===== src/rtl/u409_cycle_router.sv =====
// U409 bus cycle router: decodes CPU transfer starts into one local target select,
// waits for that target's ack and issues a single TA (ack) or TEA (timeout) termination.
module u409_cycle_router #(
    parameter int unsigned TIMEOUT_CYC = 255,
    parameter logic [7:0]  AC_PAGE     = 8'hE8
) (
    input  logic        CLK40,
    input  logic        RESET,
    input  logic        TSn,
    input  logic        RnW,
    input  logic [15:0] A,
    input  logic        CONFIGURED,
    input  logic        LIDE_EN,
    input  logic        BRIDGE_EN,
    input  logic        PRO_EN,
    input  logic [7:0]  BRIDGE_BASE,
    input  logic [6:0]  LIDE_BASE,
    input  logic [3:0]  PRO_BASE,
    input  logic        AC_TACK,
    input  logic        LIDE_ACK,
    input  logic        BRIDGE_ACK,
    output logic        AUTOCONFIG_SPACE,
    output logic        LIDE_SEL,
    output logic        BRIDGE_SEL,
    output logic        PRO_SEL,
    output logic        CYC_RnW,
    output logic        TA,
    output logic        TEA,
    output logic        BUSY
);

    localparam logic [7:0] TimeoutLast = 8'(TIMEOUT_CYC - 1);

    typedef enum logic [1:0] {StIdle, StWait, StTerm} state_e;

    state_e      state_q, state_d;
    logic [7:0]  cnt_q, cnt_d;
    logic [3:0]  sel_q, sel_d;  // {ac, lide, bridge, pro}
    logic        rnw_q, rnw_d;
    logic        ta_q, ta_d;
    logic        tea_q, tea_d;
    logic        busy_q, busy_d;
    logic [3:0]  hit;
    logic        hi_zero;
    logic        ack;

    // A holds A[31:16]: A[15:8] is A[31:24], A[7:0] is A[23:16].
    assign hi_zero = (A[15:8] == 8'h00);

    always_comb begin
        hit = 4'b0000;
        if (!CONFIGURED && hi_zero && A[7:0] == AC_PAGE) begin
            hit = 4'b1000;
        end else if (LIDE_EN && hi_zero && A[7:1] == LIDE_BASE) begin
            hit = 4'b0100;
        end else if (BRIDGE_EN && hi_zero && A[7:0] == BRIDGE_BASE) begin
            hit = 4'b0010;
        end else if (PRO_EN && A[15:12] == PRO_BASE && A[15:12] != 4'h0) begin
            hit = 4'b0001;
        end
    end

    // Only the selected target's ack terminates; bridge ack serves both bridge windows.
    assign ack = (sel_q[3] & AC_TACK) | (sel_q[2] & LIDE_ACK) |
                 ((sel_q[1] | sel_q[0]) & BRIDGE_ACK);

    always_comb begin
        state_d = state_q;
        cnt_d   = cnt_q;
        sel_d   = sel_q;
        rnw_d   = rnw_q;
        busy_d  = busy_q;
        ta_d    = 1'b0;
        tea_d   = 1'b0;
        case (state_q)
            StIdle, StTerm: begin
                if (!TSn && hit != 4'b0000) begin
                    sel_d   = hit;
                    rnw_d   = RnW;
                    busy_d  = 1'b1;
                    cnt_d   = 8'h00;
                    state_d = StWait;
                end else begin
                    sel_d   = 4'b0000;
                    rnw_d   = 1'b0;
                    busy_d  = 1'b0;
                    state_d = StIdle;
                end
            end
            StWait: begin
                if (ack) begin
                    ta_d    = 1'b1;
                    sel_d   = 4'b0000;
                    rnw_d   = 1'b0;
                    state_d = StTerm;
                end else if (cnt_q == TimeoutLast) begin
                    tea_d   = 1'b1;
                    sel_d   = 4'b0000;
                    rnw_d   = 1'b0;
                    state_d = StTerm;
                end else begin
                    cnt_d = cnt_q + 8'h01;
                end
            end
            default: begin
                sel_d   = 4'b0000;
                rnw_d   = 1'b0;
                busy_d  = 1'b0;
                state_d = StIdle;
            end
        endcase
    end

    always_ff @(posedge CLK40) begin
        if (RESET) begin
            state_q <= StIdle;
            cnt_q   <= 8'h00;
            sel_q   <= 4'b0000;
            rnw_q   <= 1'b0;
            ta_q    <= 1'b0;
            tea_q   <= 1'b0;
            busy_q  <= 1'b0;
        end else begin
            state_q <= state_d;
            cnt_q   <= cnt_d;
            sel_q   <= sel_d;
            rnw_q   <= rnw_d;
            ta_q    <= ta_d;
            tea_q   <= tea_d;
            busy_q  <= busy_d;
        end
    end

    assign AUTOCONFIG_SPACE = sel_q[3];
    assign LIDE_SEL         = sel_q[2];
    assign BRIDGE_SEL       = sel_q[1];
    assign PRO_SEL          = sel_q[0];
    assign CYC_RnW          = rnw_q;
    assign TA               = ta_q;
    assign TEA              = tea_q;
    assign BUSY             = busy_q;

endmodule


===== config.mk =====
export PLATFORM = sky130hd
export DESIGN_NAME = u409_cycle_router
export DESIGN_NICKNAME = d
export VERILOG_FILES = /design/src/rtl/u409_cycle_router.sv
export SDC_FILE = /design/constraint.sdc
export NUM_CORES = 1
export LEC_CHECK = 0
export ABC_CLOCK_PERIOD_IN_PS = 2130
export CAP_MARGIN = 20
export CORE_UTILIZATION = 41
export CTS_BUF_LIST = sky130_fd_sc_hd__clkbuf_4 sky130_fd_sc_hd__clkbuf_8
export DETAILED_ROUTE_END_ITERATION = 12
export PLACE_DENSITY = 0.9
export SLEW_MARGIN = 20
export SYNTH_ARGS = -nofsm -noshare
export SYNTH_HDL_FRONTEND = slang
export SYNTH_SLANG_ARGS = --single-unit

===== constraint.sdc =====
create_clock -name CLK40 -period 2.13 [get_ports CLK40]
set_input_delay 0.426 -clock CLK40 [delete_from_list [all_inputs] [get_ports CLK40]]
set_output_delay 0.426 -clock CLK40 [all_outputs]
set_load 0.01 [all_outputs]

==> results of run 1 <==
-- kinds of logic (layout without fill, tap and decap cells) --
group,after synthesis,count (layout),synth area share (%)
AOI/OAI and AO/OA,25,25,14.6
xor gates and xnor gates,19,19,15.3
adders and majority gates,2,2,2.30
buffers and inverters,9,79,3.22
DFF,18,18,33.1
and+or+nand+nor,55,55,31.4
-- what timing repair did --
action	in CTS	in global routing
endpoints found under the setup margin	2	11
gates resized for setup	1	3
pin swaps	1	2
setup buffers	1	0
hold endpoints to repair	0	0
-- worst reg2reg max path, stage by stage, from the launching register on --
cell     delay (ns)
dfxtp_1        0.35
inv_1          0.08
ha_1           0.21
nand3_1        0.10
nor2_1         0.06
nor4_1         0.30
buf_4          0.23
nor3b_1        0.18
a31oi_1        0.07
o21ai_0        0.08
-- power groups by stage --
| stage | combinational, uW | clock, uW | sequential, uW |
|---|---|---|---|
| 2_1_floorplan | 54.6 | 0 | 346 |
| 3_3_place_gp | 166 | 0 | 346 |
| 3_5_place_dp | 172 | 0 | 346 |
| 4_1_cts | 176 | 166 | 338 |
| 5_1_grt | 190 | 182 | 339 |
| 6_report | 178 | 163 | 338 |
-- metrics by stage --
stage	hold slack (ns)	cell area (um2)	util [%]
after floorplan	0.469	1090	-
after global placement	0.459	1760	70.4
after detailed placement	0.465	1760	70.4
after CTS	0.482	1800	71.8
after global routing	0.496	1820	72.6
final	0.481	1820	72.6
-- cell usage in the layout, fill, tap and decap left out, types with 2 or more instances in the layout --
| cell | n |
|---|---|
| clkdlybuf4s50_1 | 53 |
| dfxtp_1 | 18 |
| xnor2_1 | 16 |
| buf_4 | 16 |
| nor2_1 | 13 |
| o21ai_0 | 11 |
| inv_1 | 7 |
| nand2_1 | 5 |
| nor4_1 | 5 |
| nand4_1 | 4 |
| nand3_1 | 4 |
| nor4_4 | 4 |
| or2_2 | 3 |
| a22o_1 | 3 |
| xor2_1 | 3 |
| and3_1 | 3 |
| nor3_1 | 3 |
| a31oi_1 | 3 |
| a21oi_1 | 3 |
| clkbuf_4 | 3 |
| nand2b_1 | 2 |
| ha_1 | 2 |
-- registers in the layout, summed over array words and instances, names as in the netlist --
name / cells
sel_q: 4
TEA: 1
TA: 1
BUSY: 1
CYC_RnW: 1
cnt_q: 8
state_q: 2
-- worst max-delay path by stage --
stage               startpoint         end  slack [ns]  depth (start not counted)
floorplan                 A[9]    cnt_q[4]        0.40                          6
global placement          A[9]    cnt_q[4]       -0.20                          7
detailed placement        A[9]    cnt_q[4]       -0.34                          7
CTS                      A[13]  state_q[0]        0.01                          7
global route             A[13]    cnt_q[7]       -0.04                          9
finish                   A[13]    cnt_q[4]        0.02                          9
-- routing by layer --
layer / global-route usage [%] / part of all wire [%] / vias to the layer above
met5: 0 / 0 / -
met4: 7.89 / 1.6 / 0
met3: 3.74 / 5.9 / 5
met2: 46.5 / 57 / 53
met1: 20.9 / 36 / 558
li1: - / - / 603
-- area by class of cell --
cell class / count / area share (%)
repair buffers: 69 / 35.8
inverters: 7 / 1.45
well taps: 30 / 2.07
multi-input cells: 101 / 39.6
flip-flops and latches: 18 / 19.8
clock buffers: 3 / 1.24
==> out/metrics.cfg, run 1 <==
[sta]
hold_viol=0
tightest_slew_ns=0.353
finalMaxSlewViolations=0
min_period_ns=2.11
setup_viol=0
slew_headroom_pct=76.3
skew_ns=0.00126
fmax_mhz=473
timing.setup.tns_ns=0
period_share_pct=99.3
timing.final.ws_setup_ns=0.0153

[critical_path]
start_kind=input pin
critPathMaxFanout=7
max_stage_delay_ns=0.47
path_class=input pin to flop
r2r-end=cnt_q[6]
end_kind=flop
r2r_start=cnt_q[0]
cpMostUsedCell=buf_4
path_cells=clkdlybuf4s50_1 -> buf_4 -> xor2_1 -> nor4_1 -> and3_1 -> nor4_4 -> o21ai_2 -> buf_4 -> a31oi_1
critical_path.slowest_cell=clkdlybuf4s50_1
path_buf_inv=3
r2r_cells=9
crit_required_ns=2.31
cp.arrival_ns=2.29
cp_top_family=buffers and inverters
rrSetupSlack_ns=0.40

[placed_design]
hpwl_mm=2.56
portBuffers=53
place_inst=224
place_worst_setup_slack_ns=-0.336
gp_congestion=0.799

[logic_synthesis]
yosysMostFrequentCell=dfxtp_1
synth_edf_count=0
yosysSeqAreaShare_pct=33.1
syn_inst=128
avgSynthCellArea_um2=8.49
ys_warn_count=0
synth_cell_types=34
synth_top_cell_by_area=dfxtp_1
yosys-top-cells-area=dfxtp_1 33%, xnor2_1 13%, o21ai_0 5.1%
synthArstFlopShare_pct=0
synth-seq-cells=18
syn_area_um2=1090
synth_nets=176
synth_top_cells_by_count=18 x dfxtp_1, 16 x xnor2_1, 14 x nor2_1
yosys_most_used_dff=dfxtp_1
yosys.area.top_type_share_pct=33.1

[power]
pwr-share-clk_pct=24.0
comb_power_share_pct=26.2
p_leak_uw=0.000682
power.density_nw_per_um2=374
power_frac_seq_pct=49.8
irDropWorstVdd_uv=381
internal_power_uw=520
switching_share_pct=23.5
power_uw=680
p_switching_uw=160

[cells_and_area]
fill_cells=174
antenna_cells=0
syn2layout_area_growth_pct=67.0
layout.nets=248
drive_gt1_share_pct=16.2
seq_area_um2=360
finalNonFillerCells=228
multi_input_area_um2=718

[global_routing]
track_usage_pct=22.3
overflow=0
first_global_vias=1232
grt_antenna_before_repair=0
grt_pass1_wl_mm=4.63
grt_max_degree=10

[die]
dieHeight_um=53.5
dieArea_um2=2860
core_area_um2=2500
num_rows=18
io_pins=54
die_x_um=53.5
initial_core_util_pct=43.5

[flow_run]
cap_violations=0

[worst_hold_path]
whs_endpoint=BUSY
worstHoldStart=BUSY
whs_path_depth=1
hp-class=flop to flop

[clock_network]
clk_path_buf_depth=2
numCtsBuffers=3
worst_skew_pair.late_latency_ns=0.29
clk_pin_slew_worst_paths_ns=0.09
cts_tree=yes
cts_root_buf=clkbuf_4
h-tree-depth=1
hold_buffers=0
cts_sinks=18

[routing]
route.detailed.drc=0
antenna_left=0
vias_per_cell=5.35
vias=1219
wl_per_cell_um=13.5
wl_mm=3.09
first_pass_iters=4
drt-initial-drc-count=16

[status]
status=finished clean

Power figures use the tool's default switching activity.
==> run 2, diff against run 1 <==
--- a/config.mk
+++ b/config.mk
@@ -7,10 +7,10 @@
 export LEC_CHECK = 0
 export ABC_CLOCK_PERIOD_IN_PS = 2130
 export CAP_MARGIN = 20
-export CORE_UTILIZATION = 41
+export CORE_UTILIZATION = 39
 export CTS_BUF_LIST = sky130_fd_sc_hd__clkbuf_4 sky130_fd_sc_hd__clkbuf_8
 export DETAILED_ROUTE_END_ITERATION = 12
-export PLACE_DENSITY = 0.9
+export PLACE_DENSITY = 0.86
 export SLEW_MARGIN = 20
 export SYNTH_ARGS = -nofsm -noshare
 export SYNTH_HDL_FRONTEND = slang
==> out/metrics.cfg, run 2 (synthesis gave the netlist of run 1 again) <==
[sta]
finalMaxSlewViolations=0  ; unchanged
timing.final.ws_setup_ns=0.0274  ; +0.0121 ns
fmax_mhz=476  ; +0.57%
min_period_ns=2.10  ; -0.0121 ns
tightest_slew_ns=0.402  ; +0.0489 ns
period_share_pct=98.7  ; -0.57 points
setup_viol=0  ; unchanged
hold_viol=0  ; unchanged
skew_ns=0.00336  ; +0.00210 ns
slew_headroom_pct=73.0  ; -3.3 points
whs_ns=0.491  ; +0.00995 ns

[global_routing]
top_usage_layer=met2
met3_usage_pct=5.28  ; +1.5 points
met2_usage_pct=41.2  ; -5.3 points
grt_max_degree=13  ; +3
overflow=0  ; unchanged
grt_pass1_wl_mm=4.23  ; -8.6%
grt_antenna_before_repair=0  ; unchanged
first_global_vias=1097  ; -11%
use_met1_pct=17.2  ; -3.7 points
track_usage_pct=19.9  ; -2.5 points

[cells_and_area]
final_cell_area_um2=1860  ; +2.6%
final_cell_mix=51 x clkdlybuf4s50_1, 18 x dfxtp_1, 17 x buf_4, 15 x xnor2_1, 13 x nor2_1
seq_area_um2=360  ; unchanged
reg_top3=cnt_q x8, sel_q x4, state_q x2
drive_gt1_share_pct=17.5  ; +1.3 points
multi_input_area_um2=738  ; +2.8%
top_register=cnt_q
syn2layout_area_growth_pct=71.2
fill_cells=177  ; +1.7%
largest_reg_flops=8  ; unchanged
layout_commonest_cell=clkdlybuf4s50_1
antenna_cells=0  ; unchanged
layout.nets=249  ; +0.40%

[routing]
wl_per_cell_um=13.5  ; -0.39%
vias=1207  ; -0.98%
route.detailed.drc=0  ; unchanged
first_pass_iters=4  ; unchanged
wl_mm=3.10  ; +0.49%
drt-initial-drc-count=17  ; +1
antenna_left=0  ; unchanged
vias_per_cell=5.25  ; -1.8%

[status]
status=finished clean

[placed_design]
hpwl_mm=2.50  ; -2.3%
portBuffers=53  ; unchanged
gp_congestion=0.765  ; -4.2%
place_worst_setup_slack_ns=-0.315  ; +0.0211 ns
post_dp_cell_area_um2=1760  ; unchanged

[die]
dieArea_um2=3000  ; +4.9%
initial_core_util_pct=42.7  ; -0.77 points
num_rows=18  ; unchanged
dieHeight_um=54.8  ; +2.4%
core_area_um2=2540  ; +1.8%
io_pins=54  ; unchanged
die_x_um=54.8  ; +2.4%

[power]
p_leak_uw=0.000719  ; +5.4%
irDropWorstVdd_uv=366  ; -4.0%
power.density_nw_per_um2=389  ; +3.9%

[critical_path]
start_kind=input pin
max_stage_delay_ns=0.51  ; +0.04 ns
cpMostUsedCell=nor4_4
r2r-end=cnt_q[6]
cp-startpoint=A[1]
critPathMaxFanout=4  ; -3
critical_path.slowest_cell=clkdlybuf4s50_1
end_kind=flop
r2r_cells=9  ; unchanged
crit_required_ns=2.37  ; +0.06 ns
cp_top_family=simple AND/OR/NAND/NOR gates
path_buf_inv=1  ; -2
r2r_start=cnt_q[0]
path_cells=clkdlybuf4s50_1 -> xnor2_2 -> nand4_1 -> nor4_4 -> nor4_4 -> nor3_2 -> a32o_1
path_class=input pin to flop
cp.arrival_ns=2.34  ; +0.05 ns
rrSetupSlack_ns=0.36  ; -0.04 ns

[flow_run]
cap_violations=0  ; unchanged

[worst_hold_path]
whs_path_depth=1  ; unchanged
whs_endpoint=BUSY
worstHoldStart=BUSY
hp-class=flop to flop

[clock_network]
clk_pin_slew_worst_paths_ns=0.10  ; about the same
h-tree-depth=1  ; unchanged
cts_sinks=18  ; unchanged
worst_skew_pair.late_latency_ns=0.29  ; about the same
cts_root_buf=clkbuf_4
numCtsBuffers=3  ; unchanged
hold_buffers=0  ; unchanged
cts_tree=yes
clk_path_buf_depth=2  ; unchanged

## run 2: what timing repair did
item / 4_1_cts / 5_1_grt
gates resized for setup: 0 / 12
hold endpoints to repair: 0 / 0
buffers inserted: 0 / 2
setup endpoints to repair: 0 / 9
## run 2: worst max path at each step
| stage | endpoint | cells after the start |
|---|---|---|
| final | sel_q[2] | 7 |
| after global routing | sel_q[2] | 7 |
| after CTS | cnt_q[6] | 7 |
| after detailed placement | cnt_q[6] | 7 |
| after global placement | cnt_q[4] | 7 |
| after floorplan | cnt_q[4] | 6 |
## run 2: through the flow
| stage | total power [uW] | setup TNS (ns) | utilization, % | instances |
|---|---|---|---|---|
| CTS | 726 | 0 | 70.6 | 228 |
| finish | 724 | 0 | 73.2 | 230 |
| floorplan | 401 | 0 | - | 128 |
| global placement | 513 | -1.89 | 69.1 | 224 |
| detailed placement | 519 | -3.07 | 69.1 | 224 |
| global route | 756 | -0.0871 | 73.2 | 230 |
## run 2: per-layer routing
metal,up-vias,part of all wire (%)
li1,603,-
met1,548,37
met2,52,54
met3,4,7.8
met4,0,1.2
met5,-,0
## run 2: power breakdown
group / internal (uW) / total [uW] / leakage, uW / switching (uW)
logic: 116 / 179 / 0.000553 / 63.0
registers: 338 / 339 / 0.000145 / 0.858
clock network: 104 / 206 / 0.0000210 / 102
total: 558 / 724 / 0.000719 / 166
## run 2: layout make-up
type                    count  area share [%]
multi-input cells         101            39.7
repair buffers             70            35.6
flip-flops and latches     18            19.4
well taps                  30            2.02
clock buffers               4            1.95
inverters                   7            1.41
